### config.mk
export PLATFORM = sky130hd
export DESIGN_NAME = lcd_seq_ctrl
export DESIGN_NICKNAME = d
export VERILOG_FILES = /design/src/rtl/lcd_seq_ctrl_pkg.sv /design/src/rtl/lcd_seq_ctrl_delay_counter.sv /design/src/rtl/lcd_seq_ctrl.sv
export SDC_FILE = /design/constraint.sdc
export NUM_CORES = 1
export LEC_CHECK = 0
export CAP_MARGIN = 15
export CORE_MARGIN = 2
export CORE_UTILIZATION = 40
export DETAILED_ROUTE_END_ITERATION = 8
export GPL_ROUTABILITY_DRIVEN = 0
export PLACE_DENSITY_LB_ADDON = 0.25
export SYNTH_ARGS = -nofsm -noshare
export SYNTH_HDL_FRONTEND = slang
export SYNTH_SLANG_ARGS = --single-unit
### constraint.sdc
create_clock -name i_clk -period 2.3 [get_ports i_clk]
set_input_delay 0.46 -clock i_clk [delete_from_list [all_inputs] [get_ports i_clk]]
set_output_delay 0.46 -clock i_clk [all_outputs]
set_load 0.02 [all_outputs]
### src/rtl/lcd_seq_ctrl_pkg.sv
// ---------------------------------------------------------------------------
// lcd_seq_ctrl_pkg
//   Shared definitions for the HD44780-class LCD sequencer:
//   - FSM state encodings (legacy-compatible 3-bit constants)
//   - command codes CMD_CLEAR / CMD_HOME and the RS bit index of a memory word
//   - us_to_cycles(): execution-delay-to-clock-cycle conversion
//   - is_long_word(): selects the long execution delay for clear/home
// ---------------------------------------------------------------------------
package lcd_seq_ctrl_pkg;

   localparam logic [2:0] ST_IDLE  = 3'd0;
   localparam logic [2:0] ST_FETCH = 3'd1;
   localparam logic [2:0] ST_SETUP = 3'd2;
   localparam logic [2:0] ST_PULSE = 3'd3;
   localparam logic [2:0] ST_HOLD  = 3'd4;
   localparam logic [2:0] ST_WAIT  = 3'd5;
   localparam logic [2:0] ST_DONE  = 3'd6;
   localparam logic [2:0] ST_PWRUP = 3'd7;

   localparam logic [7:0] CMD_CLEAR = 8'h01;
   localparam logic [7:0] CMD_HOME  = 8'h02;
   localparam int         RS_BIT    = 8;

   // ceil(clk_hz * t_us / 1e6), never less than one cycle
   function automatic int unsigned us_to_cycles(input longint unsigned clk_hz,
                                                input longint unsigned t_us);
      longint unsigned c;
      c = (clk_hz * t_us + 64'd999_999) / 64'd1_000_000;
      return (c == 64'd0) ? 32'd1 : 32'(c);
   endfunction

   function automatic int unsigned max_u(input int unsigned a, input int unsigned b);
      return (a > b) ? a : b;
   endfunction

   // Clear (0x01) and home (0x02/0x03) share D[7:2]==0; RS must be 0.
   function automatic logic is_long_word(input logic [8:0] w);
      return !w[RS_BIT] && ((w[7:2] == CMD_CLEAR[7:2]) || (w[7:2] == CMD_HOME[7:2]));
   endfunction

endpackage

### src/rtl/lcd_seq_ctrl_delay_counter.sv
// ---------------------------------------------------------------------------
// lcd_seq_ctrl_delay_counter
//   Loadable down-counter shared by every timed phase of the LCD sequencer
//   (RS/DB setup, E high, execution delay, power-up wait).
//   A phase of L cycles loads L-1; the phase ends on the cycle zero_o is set.
// Ports
//   clk_i, rst_ni   clock, asynchronous active-low reset (count -> RST_VAL)
//   load_i          load load_val_i (takes priority over counting)
//   load_val_i      value to load
//   en_i            count down by one per cycle, saturating at zero
//   zero_o          count is zero
// ---------------------------------------------------------------------------
module lcd_seq_ctrl_delay_counter #(
   parameter int unsigned    W       = 8,
   parameter logic [W-1:0]   RST_VAL = '0
) (
   input  logic         clk_i,
   input  logic         rst_ni,
   input  logic         load_i,
   input  logic [W-1:0] load_val_i,
   input  logic         en_i,
   output logic         zero_o
);

   logic [W-1:0] cnt_q, cnt_d;

   always_comb begin
      cnt_d = cnt_q;
      if (load_i) begin
         cnt_d = load_val_i;
      end else if (en_i && (cnt_q != '0)) begin
         cnt_d = cnt_q - W'(1);
      end
   end

   always_ff @(posedge clk_i or negedge rst_ni) begin
      if (!rst_ni) begin
         cnt_q <= RST_VAL;
      end else begin
         cnt_q <= cnt_d;
      end
   end

   assign zero_o = (cnt_q == '0);

endmodule

### src/rtl/lcd_seq_ctrl.sv
// ---------------------------------------------------------------------------
// lcd_seq_ctrl
//   HD44780-class LCD sequencer. On i_start it reads words i_addr_begin ..
//   i_addr_end (inclusive, wrapping modulo 2^WIDTH_MEM) from a sync-read
//   memory and drives RS/DB/E with setup time, E pulse, one hold cycle and
//   a per-word execution delay (long for clear/home, short otherwise).
//   BUS_4BIT=1 sends each word as high then low nibble on o_db[7:4], with a
//   short delay between nibbles.
//   Optional macro LCD_POWERUP_WAIT_EN: after reset the FSM waits 40 ms in
//   PWRUP (o_busy=1, starts ignored) before reaching IDLE.
// Ports
//   i_clk, i_rst_n        clock, asynchronous active-low reset
//   i_start               start request, sampled only in IDLE
//   i_addr_begin/_end     address range, captured on accepted start
//   o_addr / i_mem_data   memory address; {RS,D[7:0]} valid one cycle later
//   o_rs, o_rw, o_db, o_e LCD pins (o_rw tied 0, o_e registered)
//   o_busy, o_done        sequence status / one-cycle completion pulse
//   o_dbg_state           current FSM state encoding
// Handshake: a start is accepted only when i_start=1 in IDLE; o_busy is 1
//   from the following cycle until the last word's delay expires, then
//   o_done pulses for one cycle (o_busy already 0) and the FSM returns to
//   IDLE. Starts seen while busy or during the o_done cycle are dropped.
// ---------------------------------------------------------------------------
module lcd_seq_ctrl
   import lcd_seq_ctrl_pkg::*;
#(
   parameter int unsigned CLK_HZ      = 1_000_000,
   parameter int unsigned WIDTH_MEM   = 4,
   parameter bit          BUS_4BIT    = 1'b0,
   parameter int unsigned T_LONG_US   = 1530,
   parameter int unsigned T_SHORT_US  = 37,
   parameter int unsigned E_SETUP_CYC = 1,
   parameter int unsigned E_HIGH_CYC  = 1
) (
   input  logic                 i_clk,
   input  logic                 i_rst_n,
   input  logic                 i_start,
   input  logic [WIDTH_MEM-1:0] i_addr_begin,
   input  logic [WIDTH_MEM-1:0] i_addr_end,
   output logic [WIDTH_MEM-1:0] o_addr,
   input  logic [8:0]           i_mem_data,
   output logic                 o_rs,
   output logic                 o_rw,
   output logic [7:0]           o_db,
   output logic                 o_e,
   output logic                 o_busy,
   output logic                 o_done,
   output logic [2:0]           o_dbg_state
);

   localparam int unsigned N_LONG  = us_to_cycles(CLK_HZ, T_LONG_US);
   localparam int unsigned N_SHORT = us_to_cycles(CLK_HZ, T_SHORT_US);
`ifdef LCD_POWERUP_WAIT_EN
   localparam int unsigned N_PWR   = us_to_cycles(CLK_HZ, 40_000);
`else
   localparam int unsigned N_PWR   = 1;
`endif
   localparam int unsigned N_MAX   = max_u(max_u(N_LONG, N_SHORT),
                                           max_u(max_u(E_SETUP_CYC, E_HIGH_CYC), N_PWR));
   localparam int unsigned CNT_W   = $clog2(N_MAX + 1);

`ifdef LCD_POWERUP_WAIT_EN
   localparam logic [2:0]       RST_STATE = ST_PWRUP;
   localparam logic             RST_BUSY  = 1'b1;
   localparam logic [CNT_W-1:0] CNT_RST   = CNT_W'(N_PWR - 1);
`else
   localparam logic [2:0]       RST_STATE = ST_IDLE;
   localparam logic             RST_BUSY  = 1'b0;
   localparam logic [CNT_W-1:0] CNT_RST   = '0;
`endif

   logic [2:0]           state_q, state_d;
   logic [WIDTH_MEM-1:0] addr_q, addr_d;
   logic [WIDTH_MEM-1:0] end_q, end_d;
   logic [8:0]           word_q, word_d;
   logic                 fresh_q, fresh_d;
   logic                 nibble_q, nibble_d;
   logic                 e_q, busy_q, done_q;
   logic                 cnt_load, cnt_en, cnt_zero;
   logic [CNT_W-1:0]     cnt_val;

   lcd_seq_ctrl_delay_counter #(
      .W       (CNT_W),
      .RST_VAL (CNT_RST)
   ) u_delay (
      .clk_i      (i_clk),
      .rst_ni     (i_rst_n),
      .load_i     (cnt_load),
      .load_val_i (cnt_val),
      .en_i       (cnt_en),
      .zero_o     (cnt_zero)
   );

   assign cnt_en = (state_q == ST_SETUP) || (state_q == ST_PULSE) ||
                   (state_q == ST_WAIT)  || (state_q == ST_PWRUP);

   // Memory data only arrives in the first SETUP cycle after FETCH, so that
   // cycle drives the bus straight from i_mem_data while it is latched.
   assign word_d = fresh_q ? i_mem_data : word_q;

   always_comb begin
      state_d  = state_q;
      addr_d   = addr_q;
      end_d    = end_q;
      nibble_d = nibble_q;
      fresh_d  = 1'b0;
      cnt_load = 1'b0;
      cnt_val  = '0;
      case (state_q)
         ST_IDLE: begin
            if (i_start) begin
               state_d = ST_FETCH;
               addr_d  = i_addr_begin;
               end_d   = i_addr_end;
            end
         end
         ST_FETCH: begin
            state_d  = ST_SETUP;
            fresh_d  = 1'b1;
            nibble_d = 1'b0;
            cnt_load = 1'b1;
            cnt_val  = CNT_W'(E_SETUP_CYC - 1);
         end
         ST_SETUP: begin
            if (cnt_zero) begin
               state_d  = ST_PULSE;
               cnt_load = 1'b1;
               cnt_val  = CNT_W'(E_HIGH_CYC - 1);
            end
         end
         ST_PULSE: begin
            if (cnt_zero) state_d = ST_HOLD;
         end
         ST_HOLD: begin
            state_d  = ST_WAIT;
            cnt_load = 1'b1;
            // The word's own delay follows only its final transfer.
            if (is_long_word(word_q) && (!BUS_4BIT || nibble_q)) begin
               cnt_val = CNT_W'(N_LONG - 1);
            end else begin
               cnt_val = CNT_W'(N_SHORT - 1);
            end
         end
         ST_WAIT: begin
            if (cnt_zero) begin
               if (BUS_4BIT && !nibble_q) begin
                  state_d  = ST_SETUP;
                  nibble_d = 1'b1;
                  cnt_load = 1'b1;
                  cnt_val  = CNT_W'(E_SETUP_CYC - 1);
               end else if (addr_q == end_q) begin
                  state_d = ST_DONE;
               end else begin
                  state_d = ST_FETCH;
                  addr_d  = addr_q + WIDTH_MEM'(1);
               end
            end
         end
         ST_DONE: state_d = ST_IDLE;
         ST_PWRUP: begin
`ifdef LCD_POWERUP_WAIT_EN
            if (cnt_zero) state_d = ST_IDLE;
`else
            state_d = ST_IDLE;
`endif
         end
         default: state_d = ST_IDLE;
      endcase
   end

   always_ff @(posedge i_clk or negedge i_rst_n) begin
      if (!i_rst_n) begin
         state_q  <= RST_STATE;
         addr_q   <= '0;
         end_q    <= '0;
         word_q   <= '0;
         fresh_q  <= 1'b0;
         nibble_q <= 1'b0;
         e_q      <= 1'b0;
         busy_q   <= RST_BUSY;
         done_q   <= 1'b0;
      end else begin
         state_q  <= state_d;
         addr_q   <= addr_d;
         end_q    <= end_d;
         word_q   <= word_d;
         fresh_q  <= fresh_d;
         nibble_q <= nibble_d;
         e_q      <= (state_d == ST_PULSE);
         busy_q   <= (state_d != ST_IDLE) && (state_d != ST_DONE);
         done_q   <= (state_d == ST_DONE);
      end
   end

   always_comb begin
      if (BUS_4BIT) begin
         o_db = nibble_q ? {word_d[3:0], 4'h0} : {word_d[7:4], 4'h0};
      end else begin
         o_db = word_d[7:0];
      end
   end

   assign o_rs        = word_d[RS_BIT];
   assign o_rw        = 1'b0;
   assign o_e         = e_q;
   assign o_busy      = busy_q;
   assign o_done      = done_q;
   assign o_addr      = addr_q;
   assign o_dbg_state = state_q;

endmodule

==> out/qor.yml <==
final_nets: 275
overflow: 0
via_per_inst: 5.45
p_per_area_mw_per_mm2: 1230
synth_top_family_by_area: "simple AND/OR/NAND/NOR gates"
timing.slew.headroom_pct: 63.9
grt_pass1_wl_mm: 7.71
outcome: "complete, no violations"
clock_sink_count: 35
hold_viol: 0
p_total_uw: 3240
synth_area_mm2: 0.00203
hold_path_depth: 1
start_util_pct: 42.2
syn_to_final_growth_pct: 29.6
async_reset_ff_share_pct: 100
path_clk_slew_ns: 0.07
synth-edff-count: 0
final_core_util_pct: 54.7
fp-row-count: 25
final_cells: 321
synthXorXnorAreaFrac_pct: 2.15
rsz0062_at_grt: "no"
cts_buffers: 5
ios: 40
hpwl_mm: 3.22
worstPathArrival_ns: 1.68
synth_warnings: 0
synthMuxAreaShare_pct: 6.77
drcViolationCount: 0
port-buffer-count: 38
routed_wire_length_per_instance_um: 13.7
setup_tns_ns: 0
fp.dieW_um: 75.3
crit_path_end_kind: "primary output"
dieArea_mm2: 0.00567
synth_fa_ha_area_share_pct: 1.23
post-place-cells: 313
synthFlopType: "dfrtp_1"
yosys_register_bits: 35
antenna_left: 0
drive_gt1_share_pct: 15.7
finalClockSkew_ns: 0.00691
fp.dieH_um: 75.3
route.vias.total: 1751
clockBufferDepth: 2
syn_avg_cell_area_um2: 9.73
setup.worst_path.class: "reg2out"
fin_crit_ns: 2.14
worstMarginPinSlew_ns: 0.542
path_max_fanout: 9
startpoint_type: "register"
cts_tree: "done"
setup_viol: 0
synth.distinct_cells: 55
clkLatencyLatePin_ns: 0.28
ctsHoldBuffers: 0
cts_root_buf: "clkbuf_8"
holdCritPathClass: "reg2reg"
antenna_found_initial: 0
syn_nets: 231
cp.required_ns: 1.84
finalCritPeriodShare_pct: 93.1
wl_mm: 4.39
grt_max_degree: 36
cts_max_level: 2
clock.fmax_mhz: 467
cap_violations: 0
drt-initial-drc-count: 96
report.final.slew_viol_count: 0
seq_area_frac_synth_pct: 43.1
synth-simple-area-share_pct: 25.7
reg2reg_depth: 7
first_global_vias: 1679
fp.coreArea_mm2: 0.00482
diodes: 0
power.leakage_uw: 0.00110
peakVddDrop_mv: 0.709
grt.total_usage_pct: 17.7
dr.pass1.iters: 4
syn_inst: 209
fillers: 465
synth-compound-area-share_pct: 16.7
==> placed cells by master (no fill, tap or decap), types with 2 or more instances in the layout <==
cell type,n
and2_1,2
clkdlybuf4s50_1,38
o211ai_1,6
nor3b_1,6
nand3_1,14
a32oi_1,4
mux2_2,10
nor4_4,2
nor2_1,9
nor3_1,5
xor2_1,4
dfrtp_1,34
buf_4,10
ha_1,2
a31oi_1,3
or3_1,3
inv_1,8
nand2b_1,4
nand4_2,2
nor2b_1,3
nand2_1,22
a21oi_1,8
o21ai_0,6
a221oi_1,2
and3_1,3
clkbuf_8,6
nand4_1,6
a21o_1,2
o21a_1,2
==> routing by layer <==
metal  routed length (um)  vias to the layer above  track usage (%)
met2                 2050                       51             28.1
met1                 2110                      835             24.2
met4                   22                        0             5.46
li1                     -                      863                -
met3                  208                        2             3.84
met5                    0                        -                0
==> cells by family after synthesis <==
kind of cell             count (synthesis)
AO/OA/AOI/OAI                           47
XOR/XNOR                                 5
adder cells (fa/ha/maj)                  2
buffers and inverters                   19
flip-flops                              35
multiplexers                            12
other                                    1
AND/OR/NAND/NOR                         88
==> where the power goes <==
group	switching, uW	leakage [uW]	internal [uW]
registers	304	0.000418	881
clock network	214	0.0000612	351
logic	747	0.000620	740
==> synthesized netlist by cell type, types with 5 or more instances <==
master | instances | share of area, %
o211ai_1 | 6 | 2.2
nand3_1 | 14 | 3.4
nand4_1 | 6 | 1.8
clkbuf_1 | 7 | 1.3
a21oi_1 | 8 | 2.0
nor2_1 | 9 | 1.7
inv_1 | 8 | 1.5
nand2_1 | 22 | 4.1
nor3b_1 | 6 | 2.2
dfrtp_1 | 35 | 43
o21ai_0 | 6 | 1.5
nor3_1 | 5 | 1.2
mux2_2 | 10 | 5.5
==> flip-flops by register name, indices dropped and copies added (netlist names) <==
register and cells:
u_delay.cnt_q 11, o_done 1, word_q 9, o_addr 4, end_q 4, o_dbg_state 3, o_e 1, fresh_q 1
o_busy 1
==> area by class of cell <==
cell class	count	area [um2]	area share [%]
multi-input cells	155	1070	40.6
well taps	67	83.8	3.18
clock buffers	6	82.6	3.13
repair buffers	48	455	17.3
clock inverters	2	35.0	1.33
flip-flops and latches	35	877	33.3
inverters	8	30.0	1.14
==> worst max-delay path, stage by stage (launching register included) <==
cell             delay [ns]
dfrtp_2                0.49
mux2_2                 0.38
clkdlybuf4s50_1        0.54
==> path summary, 6_finish.rpt <==
path                                              start                     to  slack (ns)
max                                   fresh_q$_DFF_PN0_                   o_rs        0.16
min                                 word_q[0]$_DFF_PN0_    word_q[0]$_DFF_PN0_        0.50
min reg2reg                         word_q[0]$_DFF_PN0_    word_q[0]$_DFF_PN0_        0.50
max in group asynchronous                       i_rst_n      fresh_q$_DFF_PN0_        1.36
min in group asynchronous                       i_rst_n    word_q[8]$_DFF_PN0_        0.60
max reg2reg                u_delay.cnt_q[0]$_DFFE_PN0P_  o_addr[1]$_DFFE_PN0P_        0.39
==> timing repair <==
item                       4_1_cts  5_1_grt
gates resized for setup          0        1
buffers inserted                 0        0
setup endpoints to repair        0        9
==> per-stage QoR <==
stage	hold slack, ns	setup WS [ns]	instance area [um2]
floorplan	0.164	0.417	2030
finish	0.500	0.158	2640
global route	0.527	0.0712	2640
CTS	0.502	0.0196	2630
global placement	0.483	0.165	2520
detailed placement	0.485	0.159	2520
(Power assumes the default switching activity.)
